## src/rtl/rf_pkg.sv

```systemverilog
// rtl/rf_pkg.sv - shared register-file widths, x0 constant and write-back entry type
package rf_pkg;

   localparam int REG_ADDR_W = 5;
   localparam int REG_DATA_W = 32;

   localparam logic [REG_ADDR_W-1:0] REG_ZERO = '0;

   typedef struct packed {
      logic [REG_ADDR_W-1:0] addr;
      logic [REG_DATA_W-1:0] data;
   } wb_entry_t;

endpackage

```

## src/rtl/rf_writeback_arbiter_if.sv

```systemverilog
// rtl/rf_writeback_arbiter_if.sv - write-back sources, scoreboard and register-file write port
interface rf_writeback_arbiter_if #(
   parameter int DATA_W     = rf_pkg::REG_DATA_W,
   parameter int ADDR_W     = rf_pkg::REG_ADDR_W,
   parameter int FIFO_DEPTH = 4
) ();

   localparam int CNT_W = $clog2(FIFO_DEPTH) + 1;

   logic                   a_valid;
   logic [ADDR_W-1:0]      a_addr;
   logic [DATA_W-1:0]      a_data;
   logic                   b_valid;
   logic                   b_ready;
   logic [ADDR_W-1:0]      b_addr;
   logic [DATA_W-1:0]      b_data;
   logic                   mark_valid;
   logic [ADDR_W-1:0]      mark_addr;
   logic [2**ADDR_W-1:0]   pending;
   logic                   rg_wrt_en;
   logic [ADDR_W-1:0]      rg_wrt_addr;
   logic [DATA_W-1:0]      rg_wrt_data;
   logic [CNT_W-1:0]       fifo_count;

   // master: the arbiter; slave: the pipeline and register file around it
   modport master (
      input  a_valid, a_addr, a_data, b_valid, b_addr, b_data, mark_valid, mark_addr,
      output b_ready, pending, rg_wrt_en, rg_wrt_addr, rg_wrt_data, fifo_count
   );

   modport slave (
      output a_valid, a_addr, a_data, b_valid, b_addr, b_data, mark_valid, mark_addr,
      input  b_ready, pending, rg_wrt_en, rg_wrt_addr, rg_wrt_data, fifo_count
   );

endinterface

```

## src/rtl/wb_fifo.sv

```systemverilog
// rtl/wb_fifo.sv - synchronous FIFO with occupancy count, full/empty and async reset
module wb_fifo #(
   parameter int WIDTH = 37,
   parameter int DEPTH = 4
) (
   input  logic                       clk,
   input  logic                       reset,
   input  logic                       push,
   input  logic [WIDTH-1:0]           push_data,
   input  logic                       pop,
   output logic [WIDTH-1:0]           head_data,
   output logic [$clog2(DEPTH):0]     count,
   output logic                       full,
   output logic                       empty
);

   localparam int PTR_W = $clog2(DEPTH);
   localparam int CNT_W = PTR_W + 1;

   logic [WIDTH-1:0] mem [DEPTH];
   logic [PTR_W-1:0] wr_ptr;
   logic [PTR_W-1:0] rd_ptr;
   logic             push_ok;
   logic             pop_ok;

   assign full      = (count == CNT_W'(DEPTH));
   assign empty     = (count == '0);
   assign push_ok   = push && !full;
   assign pop_ok    = pop && !empty;
   assign head_data = mem[rd_ptr];

   // DEPTH is a power of two, so the pointers wrap by natural overflow
   always_ff @(posedge clk or posedge reset) begin
      if (reset) begin
         wr_ptr <= '0;
         rd_ptr <= '0;
         count  <= '0;
      end else begin
         if (push_ok) wr_ptr <= wr_ptr + PTR_W'(1);
         if (pop_ok)  rd_ptr <= rd_ptr + PTR_W'(1);
         if (push_ok && !pop_ok)      count <= count + CNT_W'(1);
         else if (pop_ok && !push_ok) count <= count - CNT_W'(1);
      end
   end

   always_ff @(posedge clk) begin
      if (push_ok) mem[wr_ptr] <= push_data;
   end

endmodule

```

## src/rtl/rf_writeback_arbiter.sv

```systemverilog
// rtl/rf_writeback_arbiter.sv - merges ALU and long-latency results into the register-file write port
module rf_writeback_arbiter
   import rf_pkg::*;
#(
   parameter int DATA_W     = REG_DATA_W,
   parameter int ADDR_W     = REG_ADDR_W,
   parameter int FIFO_DEPTH = 4
) (
   input  logic                     clk,
   input  logic                     reset,
   rf_writeback_arbiter_if.master   wb
);

   localparam int ENTRY_W = ADDR_W + DATA_W;
   localparam int NREG    = 2**ADDR_W;
   localparam logic [ADDR_W-1:0] ZERO = ADDR_W'(REG_ZERO);

   logic [ENTRY_W-1:0] head;
   logic [ADDR_W-1:0]  head_addr;
   logic [DATA_W-1:0]  head_data;
   logic               fifo_full;
   logic               fifo_empty;
   logic               push;
   logic               pop;
   logic               a_sel;
   logic [NREG-1:0]    pending_q;
   logic [NREG-1:0]    pending_d;
   logic               en_q;
   logic [ADDR_W-1:0]  addr_q;
   logic [DATA_W-1:0]  data_q;

   assign head_addr = head[ENTRY_W-1 -: ADDR_W];
   assign head_data = head[DATA_W-1:0];

   // A results to x0 do not claim the port, so B may drain in that cycle
   assign a_sel      = wb.a_valid && (wb.a_addr != ZERO);
   assign pop        = !a_sel && !fifo_empty;
   assign push       = wb.b_valid && !fifo_full;
   assign wb.b_ready = !fifo_full;

   wb_fifo #(
      .WIDTH (ENTRY_W),
      .DEPTH (FIFO_DEPTH)
   ) u_fifo (
      .clk       (clk),
      .reset     (reset),
      .push      (push),
      .push_data ({wb.b_addr, wb.b_data}),
      .pop       (pop),
      .head_data (head),
      .count     (wb.fifo_count),
      .full      (fifo_full),
      .empty     (fifo_empty)
   );

   // set is applied after clear so a same-cycle re-mark keeps the bit high
   always_comb begin
      pending_d = pending_q;
      if (pop && head_addr != ZERO)
         pending_d[head_addr] = 1'b0;
      if (wb.mark_valid && wb.mark_addr != ZERO)
         pending_d[wb.mark_addr] = 1'b1;
      pending_d[0] = 1'b0;
   end

   always_ff @(posedge clk or posedge reset) begin
      if (reset) begin
         pending_q <= '0;
         en_q      <= 1'b0;
         addr_q    <= '0;
         data_q    <= '0;
      end else begin
         pending_q <= pending_d;
         if (a_sel) begin
            en_q   <= 1'b1;
            addr_q <= wb.a_addr;
            data_q <= wb.a_data;
         end else if (!fifo_empty) begin
            en_q   <= (head_addr != ZERO);
            addr_q <= head_addr;
            data_q <= head_data;
         end else begin
            en_q   <= 1'b0;
         end
      end
   end

   assign wb.pending     = pending_q;
   assign wb.rg_wrt_en   = en_q;
   assign wb.rg_wrt_addr = addr_q;
   assign wb.rg_wrt_data = data_q;

endmodule

```

## src/flat_wrapper.sv

```systemverilog
// flat-port wrapper written by rule: the top's interface ports become plain ports
module rf_writeback_arbiter_flat import rf_pkg::*;
#(
   parameter int DATA_W     = REG_DATA_W,
   parameter int ADDR_W     = REG_ADDR_W,
   parameter int FIFO_DEPTH = 4
)
  (clk, reset, wb_a_valid, wb_a_addr, wb_a_data, wb_b_valid, wb_b_addr, wb_b_data, wb_mark_valid, wb_mark_addr, wb_b_ready, wb_pending, wb_rg_wrt_en, wb_rg_wrt_addr, wb_rg_wrt_data, wb_fifo_count);
  rf_writeback_arbiter_if #(.DATA_W(DATA_W), .ADDR_W(ADDR_W), .FIFO_DEPTH(FIFO_DEPTH)) wb_i ();
  input  logic clk;
  input  logic reset;
  input wire logic [$bits(wb_i.a_valid)-1:0] wb_a_valid;
  input wire logic [$bits(wb_i.a_addr)-1:0] wb_a_addr;
  input wire logic [$bits(wb_i.a_data)-1:0] wb_a_data;
  input wire logic [$bits(wb_i.b_valid)-1:0] wb_b_valid;
  input wire logic [$bits(wb_i.b_addr)-1:0] wb_b_addr;
  input wire logic [$bits(wb_i.b_data)-1:0] wb_b_data;
  input wire logic [$bits(wb_i.mark_valid)-1:0] wb_mark_valid;
  input wire logic [$bits(wb_i.mark_addr)-1:0] wb_mark_addr;
  output wire logic [$bits(wb_i.b_ready)-1:0] wb_b_ready;
  output wire logic [$bits(wb_i.pending)-1:0] wb_pending;
  output wire logic [$bits(wb_i.rg_wrt_en)-1:0] wb_rg_wrt_en;
  output wire logic [$bits(wb_i.rg_wrt_addr)-1:0] wb_rg_wrt_addr;
  output wire logic [$bits(wb_i.rg_wrt_data)-1:0] wb_rg_wrt_data;
  output wire logic [$bits(wb_i.fifo_count)-1:0] wb_fifo_count;
  assign wb_i.a_valid = wb_a_valid;
  assign wb_i.a_addr = wb_a_addr;
  assign wb_i.a_data = wb_a_data;
  assign wb_i.b_valid = wb_b_valid;
  assign wb_i.b_addr = wb_b_addr;
  assign wb_i.b_data = wb_b_data;
  assign wb_i.mark_valid = wb_mark_valid;
  assign wb_i.mark_addr = wb_mark_addr;
  assign wb_b_ready = wb_i.b_ready;
  assign wb_pending = wb_i.pending;
  assign wb_rg_wrt_en = wb_i.rg_wrt_en;
  assign wb_rg_wrt_addr = wb_i.rg_wrt_addr;
  assign wb_rg_wrt_data = wb_i.rg_wrt_data;
  assign wb_fifo_count = wb_i.fifo_count;
  rf_writeback_arbiter #(.DATA_W(DATA_W), .ADDR_W(ADDR_W), .FIFO_DEPTH(FIFO_DEPTH)) u_core (.clk(clk), .reset(reset), .wb(wb_i));
endmodule
```

## config.mk

```make
export PLATFORM = sky130hd
export DESIGN_NAME = rf_writeback_arbiter_flat
export DESIGN_NICKNAME = d
export VERILOG_FILES = /design/src/rtl/rf_pkg.sv /design/src/rtl/rf_writeback_arbiter_if.sv /design/src/rtl/wb_fifo.sv /design/src/rtl/rf_writeback_arbiter.sv /design/src/flat_wrapper.sv
export SDC_FILE = /design/constraint.sdc
export NUM_CORES = 1
export LEC_CHECK = 0
export CAP_MARGIN = 30
export CORE_MARGIN = 4
export CORE_UTILIZATION = 53
export CTS_CLUSTER_DIAMETER = 60
export CTS_CLUSTER_SIZE = 28
export DETAILED_ROUTE_END_ITERATION = 12
export HOLD_SLACK_MARGIN = 0.08
export PLACE_DENSITY = 0.8
export SETUP_SLACK_MARGIN = 0.05
export SLEW_MARGIN = 20
export SYNTH_ARGS = -nofsm -noshare
export SYNTH_HDL_FRONTEND = slang
export SYNTH_SLANG_ARGS = --single-unit
```

## constraint.sdc

```tcl
create_clock -name clk -period 3.51 [get_ports clk]
set_input_delay 0.702 -clock clk [delete_from_list [all_inputs] [get_ports clk]]
set_output_delay 0.702 -clock clk [all_outputs]
set_load 0.1 [all_outputs]
```

# ---- Word level (Yosys, flattened, before mapping)
# Memories as Yosys holds them, arrays and structs flattened.
# Index checks and enable logic that the tools add are counted.
dict set report op_classes {
  add_sub_neg 4
  muxes 16
  eq_ne 2
  n_reduce_logical 21
  n_lt_le_gt_ge 4
  n_bitwise 3
}
# operator n
set op_table {}
lappend op_table {{$mux 32} 4}
lappend op_table {{$and 32x32->32} 1}
lappend op_table {{$not 32->32} 1}
lappend op_table {{$or 32x32->32} 1}
lappend op_table {{$reduce_bool 5->1} 3}
lappend op_table {{$lt 5x6->1 const B} 2}
lappend op_table {{$logic_and 1x1->1} 11}
lappend op_table {{$demux 1 s5} 2}
lappend op_table {{$ge 5x1->1 const B} 2}
lappend op_table {{$mux 5} 2}
lappend op_table {{$mux 1} 6}
lappend op_table {{$mux 3} 2}
lappend op_table {{$logic_not 1->1} 5}
lappend op_table {{$add 2x1->2 const B} 2}
lappend op_table {{$add 3x1->3 const B} 1}
lappend op_table {{$eq 3x3->1 const B} 1}
lappend op_table {{$logic_not 3->1} 1}
lappend op_table {{$sub 3x1->3 const B} 1}
lappend op_table {{$ne 2x2->1 const B} 1}
lappend op_table {{$reduce_bool 2->1} 1}
dict set report totals {
  ff_bits 76
  in_bits 84
  output_inout_bits 74
  memories 1
  ram_bits 148
  wordCells 58
}
# name depth word_bits rd rd_ports_with_merged_regs wr line
set memory_table {}
lappend memory_table {u_core.u_fifo.mem 4 37 1 0 1 wb_fifo.sv:20} ;# logic [WIDTH-1:0] mem [DEPTH];

# ---- Logic depth before layout (Yosys ltp)
# An unclocked memory read counts as a cell.
dict set report logic_depth {
  word_depth 10
  ltp_mapped 10
  mapped_depth_nobuf 9
}

# ---- Cells and area by module
# Synthesis repeated with hierarchy kept, for this count alone.
dict set report unflattened {
  hier_cells 533
  area_unflattened_um2 9306.4
}
# module cells_per_inst area_each_um2 instances seq_area_each_um2
set modules_own_cells {}
lappend modules_own_cells {wb_fifo 229 5753.0 1 4619.4}
lappend modules_own_cells {rf_writeback_arbiter 304 3553.4 1 1726.7}

# ---- Worst setup path before layout
# Ideal clock, no wire load.
dict set report synth_path {
  path_type {reg-to-reg}
  from {reg u_core.u_fifo.count[2]}
  to {reg u_core.u_fifo.count[1]}
  slack_ps 144
  synth_period_minus_slack_ps 3366
  arrival_ps 3240
  n_path_buf 0
  t_required_ps 3384
  path_stages_with_launch 7
  setup_ps 126
  path_cell_list {dfrtp_1 nand2_1 and2_0 ha_1 inv_1 fa_1 mux2_2}
}
dict set report synth_via {
  elab_chain_cells 7
  elab_cells_between_ends 14
  cone_classes {1 x eq/ne; 1 x mux; 12 x reduce/logical}
}
# element line
set synth_rtl {}
lappend synth_rtl {{from (decl)} wb_fifo.sv:12} ;# output logic [$clog2(DEPTH):0] count,
lappend synth_rtl {{from (signal assigned)} wb_fifo.sv:41} ;# if (push_ok && !pop_ok) count <= count + CNT_W'(1);
lappend synth_rtl {{from (signal assigned)} wb_fifo.sv:42} ;# else if (pop_ok && !push_ok) count <= count - CNT_W'(1);
lappend synth_rtl {{$eq 3x3->1 *} wb_fifo.sv:26} ;# assign full = (count == CNT_W'(DEPTH));
lappend synth_rtl {{$logic_not 1->1 *} --}
lappend synth_rtl {{via wb_b_ready} flat_wrapper.sv:20} ;# output wire logic [$bits(wb_i.b_ready)-1:0] wb_b_ready;
lappend synth_rtl {{$logic_and 1x1->1} rf_writeback_arbiter.sv:38} ;# assign push = wb.b_valid && !fifo_full;
lappend synth_rtl {{$logic_and 1x1->1 *} wb_fifo.sv:28} ;# assign push_ok = push && !full;
lappend synth_rtl {{via u_core.u_fifo.push_ok} wb_fifo.sv:23} ;# logic push_ok;
lappend synth_rtl {{$logic_not 1->1} wb_fifo.sv:42}
lappend synth_rtl {{$logic_and 1x1->1} wb_fifo.sv:42}
lappend synth_rtl {{$reduce_bool 2->1 (no line)} --}
# The timed path passes the listed nets; every way through them passes the cells marked *.
# A chain may end at the register's enable or synchronous reset.

# ---- Worst setup path in the final report
dict set report layout_path {
  from {reg u_core.pending_q[14], in the netlist u_core.wb.pending[14]}
  to {out wb_pending[14]}
}
# element line
set layout_lines {}
lappend layout_lines {{from (decl)} rf_writeback_arbiter.sv:26} ;# logic [NREG-1:0] pending_q;
lappend layout_lines {{from (signal assigned)} rf_writeback_arbiter.sv:73} ;# pending_q <= pending_d;
lappend layout_lines {{to (decl)} flat_wrapper.sv:21} ;# output wire logic [$bits(wb_i.pending)-1:0] wb_pending;
# No word-level cell between the ends.

==> results.sh <==
export IMPL_async_reset_ff_share_pct=33.93
export IMPL_cpPeakStageDelay_ns=1.15
export IMPL_clock_latency_ns=0.48
export IMPL_cts_made_buffers=15
export IMPL_hold_class="register to register"
export IMPL_synth_cell_types=43
export IMPL_fin_skew_ns=0.02493
export IMPL_ant_nets=0
export IMPL_drc=0
export IMPL_synthXorXnorAreaFrac_pct=0.5823
export IMPL_port_buffers=156
export IMPL_nNetsFinal=802
export IMPL_synth_top_area_cell="edfxtp_1"
export IMPL_setup_viol=0
export IMPL_holdPathEnd="u_core.wb.pending[1]"
export IMPL_cp_cell_sequence="clkdlybuf4s50_1"
export IMPL_synthMostInstantiatedCell="edfxtp_1"
export IMPL_crit_slowest_cell="clkdlybuf4s50_1"
export IMPL_synth_seq_area_share_pct=70.32
export IMPL_antenna_found_initial=1
export IMPL_post_cts_setup_buffers=0
export IMPL_ctsHoldBuffers=0
export IMPL_h_tree_depth=1
export IMPL_ys_flop_type="edfxtp_1"
export IMPL_hpwl_um=12980
export IMPL_cts_resized=0
export IMPL_dieArea_um2=19180
export IMPL_rows=47
export IMPL_clk_pin_slew_ns=0.10
export IMPL_worstSetupPathDepth=1
export IMPL_fin_crit_sh_pct=78.03
export IMPL_grt_use_total_pct=20.25
export IMPL_reg2reg_depth=4
export IMPL_final_core_util_pct=67.99
export IMPL_antenna_cells=0
export IMPL_synth_edf_count=148
export IMPL_relSlewSlack_pct=31.51
export IMPL_drt_initial_drc_count=427
export IMPL_max_freq_mhz=365.1
export IMPL_cp_arrival_ns=2.04
export IMPL_synthMuxAreaShare_pct=13.95
export IMPL_tightest_slew_ns=1.024
export IMPL_cts_root_buffer="clkbuf_16"
export IMPL_avgRoutedWirePerCell_um=20.86
export IMPL_die_w_um=138.5
export IMPL_synthSimpleGateAreaFrac_pct=6.627
export IMPL_grt_pass1_vias=5615
export IMPL_clock_sinks=224
export IMPL_design_area_um2=11310
export IMPL_drt_first_pass_iters=4
export IMPL_synth_compound_area_share_pct=5.573
export IMPL_cp_start_kind="register"
export IMPL_end_kind="output port"
export IMPL_r2r_setup_slack_ns=0.99
export IMPL_gp_congestion=0.8749
export IMPL_outcome="completed"
export IMPL_core_area_um2=16640
export IMPL_finalHoldViolCount=0
export IMPL_hold_slack_ns=0.5010
export IMPL_vias=5419
export IMPL_cp_data_required_time_ns=2.81
export IMPL_die_h_um=138.5
export IMPL_totalWireLength_um=19610
export IMPL_netlist_area_leader_share_pct=49.24
export IMPL_tritoncts="built"
export IMPL_place_area_um2=10820
export IMPL_rr_startpoint="u_core.u_fifo.rd_ptr[0]"
export IMPL_drv_slew=0
export IMPL_critPathKind="register to output port"
export IMPL_start_util_pct=54.23
export IMPL_synth_adder_area_share_pct=0.9150
export IMPL_io_pin_count=158
export IMPL_n_fill_cell=1101
export IMPL_synth_top_cells_by_count="edfxtp_1, dfrtp_1, nand2_1, nor2_1, mux2i_1"
export IMPL_synth_cells=561
export IMPL_min_from="u_core.wb.pending[1]"
export IMPL_path_buf_inv=1
export IMPL_grt_pass1_wl_um=31260
export IMPL_whs_path_depth=2
export IMPL_syn2layout_area_growth_pct=25.37
export IMPL_path_max_fanout=2
export IMPL_grt_max_degree=75
export IMPL_synth_area_leaders="edfxtp_1, dfrtp_1, mux4_2"
export IMPL_cts_max_path_buffers=3
export IMPL_critPathTopFamily="buffers and inverters"
export IMPL_drive_above_1_share_pct=12.78
export IMPL_ys_ff_latch=224
export IMPL_synth_nets=651
export IMPL_syn_area_per_cell_um2=16.09
export IMPL_grt_overflow_total=0
export IMPL_synth_top_family_by_area="multiplexers"
export IMPL_rsz0062_at_grt="no"
export IMPL_tns_ns=0
export IMPL_rr_endpoint="u_core.wb.pending[16]"
export IMPL_netlist_area_um2=9025
export IMPL_min_period_ns=2.739
export IMPL_vias_per_cell=5.765
export IMPL_synth_warnings=0
export IMPL_maxCapViolations=0
-- metrics by stage --
stage | setup WS [ns] | std cells
final | 0.7710 | 940
after CTS | 0.7648 | 940
after floorplan | 0.1443 | 561
after global placement | 0.6724 | 915
after detailed placement | 0.6209 | 915
after global routing | 0.7163 | 940
-- cells by family (layout without fill, tap and decap cells) --
kind of cell    count (synthesis)  in the layout
other cells                     1              1
flops                         224            224
simple gates                  126            126
compound gates                 81             81
fa+ha+maj                       6              6
xor+xnor                        6              6
buf+inv                        38            197
mux                            79             79
-- worst max-delay path by stage --
stage / endpoint / slack, ns / from
after floorplan: u_core.u_fifo.count[1] / 0.14 / u_core.u_fifo.count[2]
after global placement: u_core.u_fifo.count[1] / 0.67 / wb_a_addr[0]
after detailed placement: u_core.u_fifo.count[1] / 0.62 / wb_a_addr[0]
after CTS: wb_fifo_count[2] / 0.76 / u_core.u_fifo.count[2]
after global routing: wb_fifo_count[2] / 0.72 / u_core.u_fifo.count[2]
final: wb_pending[14] / 0.77 / u_core.wb.pending[14]
-- sequential cells by signal, summed over array words and instances, names as in the netlist --
signal,flops
u_core.wb.rg_wrt_data,32
u_core.wb.pending,31
u_core.wb.rg_wrt_en,1
u_core.wb.rg_wrt_addr,5
u_core.u_fifo.count,3
u_core.u_fifo.wr_ptr,2
u_core.u_fifo.rd_ptr,2
u_core.u_fifo.mem,148
-- cells in the final DEF, fill, tap and decap left out, types with 6 or more instances in the layout --
master           netlist  routed
mux4_2                37      37
buf_4                  1      12
clkbuf_16              0      15
a21oi_1               36      36
dfrtp_1               76      74
edfxtp_1             148     148
clkdlybuf4s50_1        0     153
o31ai_1               29      28
nor2_1                42      42
o21ai_0                6       6
mux2i_1               38      38
nand2_1               50      50
-- final cells by class --
class / instances / area, µm² / area share (%)
Clock inverter: 9 / 111.4 / 0.9842
Inverter: 5 / 20.02 / 0.1769
Sequential cell: 224 / 6349 / 56.11
Tap cell: 220 / 275.3 / 2.433
Clock buffer: 16 / 379.1 / 3.351
Multi-Input combinational cell: 299 / 2519 / 22.26
Timing Repair Buffer: 167 / 1662 / 14.69
-- routing by layer --
metal	routed length, µm	GRT usage [%]	up-vias
met5	8	0	-
met4	295	4.420	2
met3	1508	4.834	31
met2	9476	32.91	226
met1	8324	28.41	2732
li1	-	-	2428
Power is not shown: default switching activity piles up to over one toggle a cycle in this logic, so the estimate is an artifact.
==> edit 1 (same flow settings) <==
`FIFO_DEPTH` is set to 4 in 3 places; all go to 2.
--- a/src/rtl/rf_writeback_arbiter_if.sv
+++ b/src/rtl/rf_writeback_arbiter_if.sv
@@ -3,5 +3,5 @@
    parameter int DATA_W     = rf_pkg::REG_DATA_W,
    parameter int ADDR_W     = rf_pkg::REG_ADDR_W,
-   parameter int FIFO_DEPTH = 4
+   parameter int FIFO_DEPTH = 2
 ) ();
 
--- a/src/rtl/rf_writeback_arbiter.sv
+++ b/src/rtl/rf_writeback_arbiter.sv
@@ -5,5 +5,5 @@
    parameter int DATA_W     = REG_DATA_W,
    parameter int ADDR_W     = REG_ADDR_W,
-   parameter int FIFO_DEPTH = 4
+   parameter int FIFO_DEPTH = 2
 ) (
    input  logic                     clk,
--- a/src/flat_wrapper.sv
+++ b/src/flat_wrapper.sv
@@ -4,5 +4,5 @@
    parameter int DATA_W     = REG_DATA_W,
    parameter int ADDR_W     = REG_ADDR_W,
-   parameter int FIFO_DEPTH = 4
+   parameter int FIFO_DEPTH = 2
 )
   (clk, reset, wb_a_valid, wb_a_addr, wb_a_data, wb_b_valid, wb_b_addr, wb_b_data, wb_mark_valid, wb_mark_addr, wb_b_ready, wb_pending, wb_rg_wrt_en, wb_rg_wrt_addr, wb_rg_wrt_data, wb_fifo_count);
Ports: changed (resized wb_fifo_count); port bits go from 158 to 157. No check against the original RTL was run, so the function may have changed too.
==> edit 1 against the unedited design <==
Setup slack improved by 0.069 ns. Routed wire length down 24%. Core utilization rose by 7.2 points. Sequential share of layout area fell by 7.0 points. Synthesized area down 33%. First-iteration DRC count down 25%. Cell area decreased by 27%. Hold slack about the same. Sequential cell count is 77 lower.
Power is left out: the tool's default activity adds up to more than one toggle a clock period on the data nets, which glitch-free logic cannot reach.
==> edit 1: results (changes against the unedited design) <==
stage	metric	value	unit	change
status	status	complete, no violations		unchanged
yosys	synth_cells	509		was 561
global_routing	grt_pass1_wl	24220	um	was 31260 um
place	globalplace.congestion	0.8645		was 0.8749
cells_and_area	largest_register_ffs	74		was 148
cts	clkTransAtPathRegs	0.06	ns	was 0.10 ns
detailed_routing	first_pass_iters	5		was 4
global_routing	antenna_found_initial	0		was 1
worst_setup_path	worstReg2RegEnd	u_core.wb.pending[3]$_DFF_PP0_		was u_core.wb.pending[16]$_DFF_PP0_
cells_and_area	finalNonFillerCells	816		was 940
worst_setup_path	slowest_delay	1.18	ns	was 1.15 ns
detailed_routing	viasPerCell	5.550		was 5.765
global_routing	grt_max_degree	76		was 75
yosys	seq_area_frac_synth	0.6700		was 0.7032
yosys	synth_cell_types	33		was 43
place	place_inst	783		was 915
sta	clock_skew	0.006079	ns	was 0.02493 ns
cts	numCtsBuffers	17		was 15
min_path	min_to	u_core.wb.pending[26]$_DFF_PP0_		was u_core.wb.pending[1]$_DFF_PP0_
sta	max_slew.worst_pin.slew	1.035	ns	was 1.024 ns
place	port_buffers	155		was 156
cells_and_area	drive_above_1_share	0.07988		was 0.1278
yosys	synthTopCellsByArea	edfxtp_1 37%, dfrtp_1 30%, nand2_1 8.8%		was edfxtp_1 49%, dfrtp_1 21%, mux4_2 9.2%
cts	h-tree-depth	4		was 1
worst_setup_path	rr_startpoint	u_core.u_fifo.rd_ptr$_DFFE_PP0P_		was u_core.u_fifo.rd_ptr[0]$_DFFE_PP0P_
yosys	async_flop_share	0.4966		was 0.3393
global_routing	grt_pass1_vias	4801		was 5615
cts	clk_path_buf_depth	2		was 3
cts	clock_latency	0.41	ns	was 0.48 ns
detailed_routing	routedWlPerCell	18.28	um	was 20.86 um
min_path	min_from	u_core.wb.pending[26]$_DFF_PP0_		was u_core.wb.pending[1]$_DFF_PP0_
global_routing	grtUsageTotal	0.2401		was 0.2025
detailed_routing	drtIter0Drc	321		was 427
yosys	ys_top_cells_by_count	142 x nand2_1, 74 x edfxtp_1, 73 x dfrtp_1, 62 x o21ai_0, 36 x mux2i_1		was 148 x edfxtp_1, 76 x dfrtp_1, 50 x nand2_1, 42 x nor2_1, 38 x mux2i_1
cells_and_area	nFillCells	742		was 1101
cells_and_area	nNetsFinal	748		was 802
place	dp.final_hpwl	10200	um	was 12980 um
worst_setup_path	setup.worst_path.start	u_core.wb.rg_wrt_data[14]$_DFFE_PP0P_		was u_core.wb.pending[14]$_DFF_PP0_
[edit 1: changes by cell type after synthesis, sizes merged, moves of 5 or more]
cell | unedited run | this run
nor2 | 42 | 11
a21oi | 36 | 1
nand3b | 5 | 0
mux4 | 37 | 0
nand2 | 50 | 142
edfxtp | 148 | 74
buf | 22 | 16
o21ai | 8 | 75
[edit 1: cell type report]
class / count / area share
clock inverters: 13 / 0.01137
repair buffers: 162 / 0.1965
well taps: 140 / 0.02122
inverters: 2 / 0.0009096
clock buffers: 19 / 0.05246
flip-flops and latches: 147 / 0.4908
multi-input cells: 333 / 0.2268
[edit 1: worst max path at each step]
stage | slack [ns] | endpoint | cells after the start
2_1_floorplan | 0.14 | u_core.u_fifo.mem[1][0]$_DFFE_PP_ | 2
3_3_place_gp | 0.81 | u_core.wb.rg_wrt_data[30]$_DFFE_PP0P_ | 4
4_1_cts | 0.83 | wb_rg_wrt_data[12] | 1
3_5_place_dp | 0.65 | u_core.wb.rg_wrt_data[12]$_DFFE_PP0P_ | 4
5_1_grt | 0.79 | wb_pending[31] | 1
6_report | 0.84 | wb_rg_wrt_data[14] | 1
[edit 1: cells by family after synthesis]
group / Yosys count / share of synthesized area
flip-flops: 147 / 0.6700
XOR/XNOR: 5 / 0.007248
buffers and inverters: 29 / 0.02360
AO/OA/AOI/OAI: 110 / 0.1064
adder cells (fa/ha/maj): 1 / 0.002070
AND/OR/NAND/NOR: 175 / 0.1195
other: 1 / 0.0006205
multiplexers: 41 / 0.07060
[edit 1: stage by stage]
step / area, sq um / setup slack, ns / util / hold WS (ns)
4_1_cts: 8225 / 0.8307 / 0.7489 / 0.5019
5_1_grt: 8253 / 0.7912 / 0.7514 / 0.5289
6_report: 8253 / 0.8404 / 0.7514 / 0.5007
3_5_place_dp: 7699 / 0.6549 / 0.7010 / 0.4889
2_1_floorplan: 6051 / 0.1433 / - / 0.5133
3_3_place_gp: 7699 / 0.8139 / 0.7010 / 0.4846
[edit 1: routing by layer]
layer,GRT usage,share of wire
met3,0.07263,0.080
met5,0,0
met4,0.07825,0.016
met1,0.2972,0.40
met2,0.4071,0.50
==> edit 2 (config.mk and constraints unchanged) <==
Made on the original files. `pending_q` no longer has a reset.
--- a/src/rtl/rf_writeback_arbiter.sv
+++ b/src/rtl/rf_writeback_arbiter.sv
@@ -66,10 +66,8 @@
    always_ff @(posedge clk or posedge reset) begin
       if (reset) begin
-         pending_q <= '0;
          en_q      <= 1'b0;
          addr_q    <= '0;
          data_q    <= '0;
       end else begin
-         pending_q <= pending_d;
          if (a_sel) begin
             en_q   <= 1'b1;
@@ -86,4 +84,8 @@
    end
 
+   always_ff @(posedge clk) begin
+      pending_q <= pending_d;
+   end
+
    assign wb.pending     = pending_q;
    assign wb.rg_wrt_en   = en_q;
Check against the original RTL: not equivalent (Yosys sat finds a counterexample within 4 cycles, from zero or initial values and one cycle with reset high).
==> edit 2 against the unedited design <==
Synthesized area decreased by 2.0%. Sequential share of layout area decreased by 0.78 points. Critical path depth unchanged. Cell area decreased by 1.1%. Setup slack improved by 0.0084 ns. Routed wire length increased by 3.5%. Sequential cell count unchanged.
Power is not shown: default switching activity piles up to over one toggle a cycle in this logic, so the estimate is an artifact.
==> edit 2: results (changes against the unedited design) <==
stage	metric	value	unit	change
worst_setup_path	setup.worst_path.start	u_core.wb.pending[15]$_DFF_P_		was u_core.wb.pending[14]$_DFF_PP0_
cells_and_area	drive_above_1_share	0.1355		was 0.1278
cts	clkTransAtPathRegs	0.08	ns	was 0.10 ns
cells_and_area	num-multi-input-gates	298		was 299
detailed_routing	drtIter0Drc	449		was 427
cells_and_area	nNetsFinal	805		was 802
cells_and_area	diodes	2		was 0
status	status	complete, no violations		unchanged
global_routing	grt_max_degree	74		was 75
cells_and_area	multi_input_area_share	0.2240		was 0.2226
detailed_routing	first_pass_iters	5		was 4
global_routing	grt_util_met1	0.2830		was 0.2841
yosys	syn-num-nets	649		was 651
cells_and_area	buffer_area_frac	0.1520		was 0.1469
yosys	synthTopCellsByArea	edfxtp_1 50%, dfrtp_1 13%, mux4_2 9.4%		was edfxtp_1 49%, dfrtp_1 21%, mux4_2 9.2%
cells_and_area	n_clock_buffer	17		was 16
sta	clock_skew	0.01265	ns	was 0.02493 ns
cells_and_area	nFillCells	1100		was 1101
global_routing	grt_pass1_vias	5570		was 5615
floorplan	rows	46		was 47
detailed_routing	routedWlPerCell	21.56	um	was 20.86 um
global_routing	grt_pass1_wl	31180	um	was 31260 um
cells_and_area	fin_area	11190	sq um	was 11310 sq um
detailed_routing	viasPerCell	5.745		was 5.765
detailed_routing	wl_met2	10210	um	was 9476 um
yosys	synth.avg_cell_area	15.83	sq um	was 16.09 sq um
yosys	async_flop_share	0.2009		was 0.3393
yosys	ys_top_cells_by_count	148 x edfxtp_1, 50 x nand2_1, 45 x dfrtp_1, 41 x nor2_1		was 148 x edfxtp_1, 76 x dfrtp_1, 50 x nand2_1, 42 x nor2_1, 38 x mux2i_1
place	place_inst	914		was 915
min_path	min_from	u_core.wb.pending[28]$_DFF_P_		was u_core.wb.pending[1]$_DFF_PP0_
detailed_routing	wl_met1	8050	um	was 8324 um
cells_and_area	seq_area_frac	0.5533		was 0.5611
detailed_routing	wl_met3	1522	um	was 1508 um
[edit 2: cell count changes in the layout (fill, tap and decap cells not counted), sizes merged, moves of 2 or more]
cell / delta
dfrtp: -31
dfxtp: +31
buf: +5
clkinv: +3
inv: -3
diode: +2
[edit 2: cell families after synthesis]
family          synth area share
flops                     0.6998
other cells            0.0004239
xor+xnor                0.005941
simple gates             0.06576
compound gates           0.05784
buf+inv                  0.01853
fa+ha+maj               0.009334
mux                       0.1424
[edit 2: final timing paths]
kind,end,slack (ns),cells past startpoint
worst min register to register,u_core.wb.pending[28]$_DFF_P_,0.46,2
worst min-delay path,u_core.wb.pending[28]$_DFF_P_,0.46,2
max in group asynchronous,u_core.wb.rg_wrt_data[12]$_DFFE_PP0P_,2.23,3
worst max-delay path,wb_pending[15],0.78,1
worst max register to register,u_core.wb.pending[3]$_DFF_P_,1.04,5
min in group asynchronous,u_core.wb.rg_wrt_data[24]$_DFFE_PP0P_,0.59,2
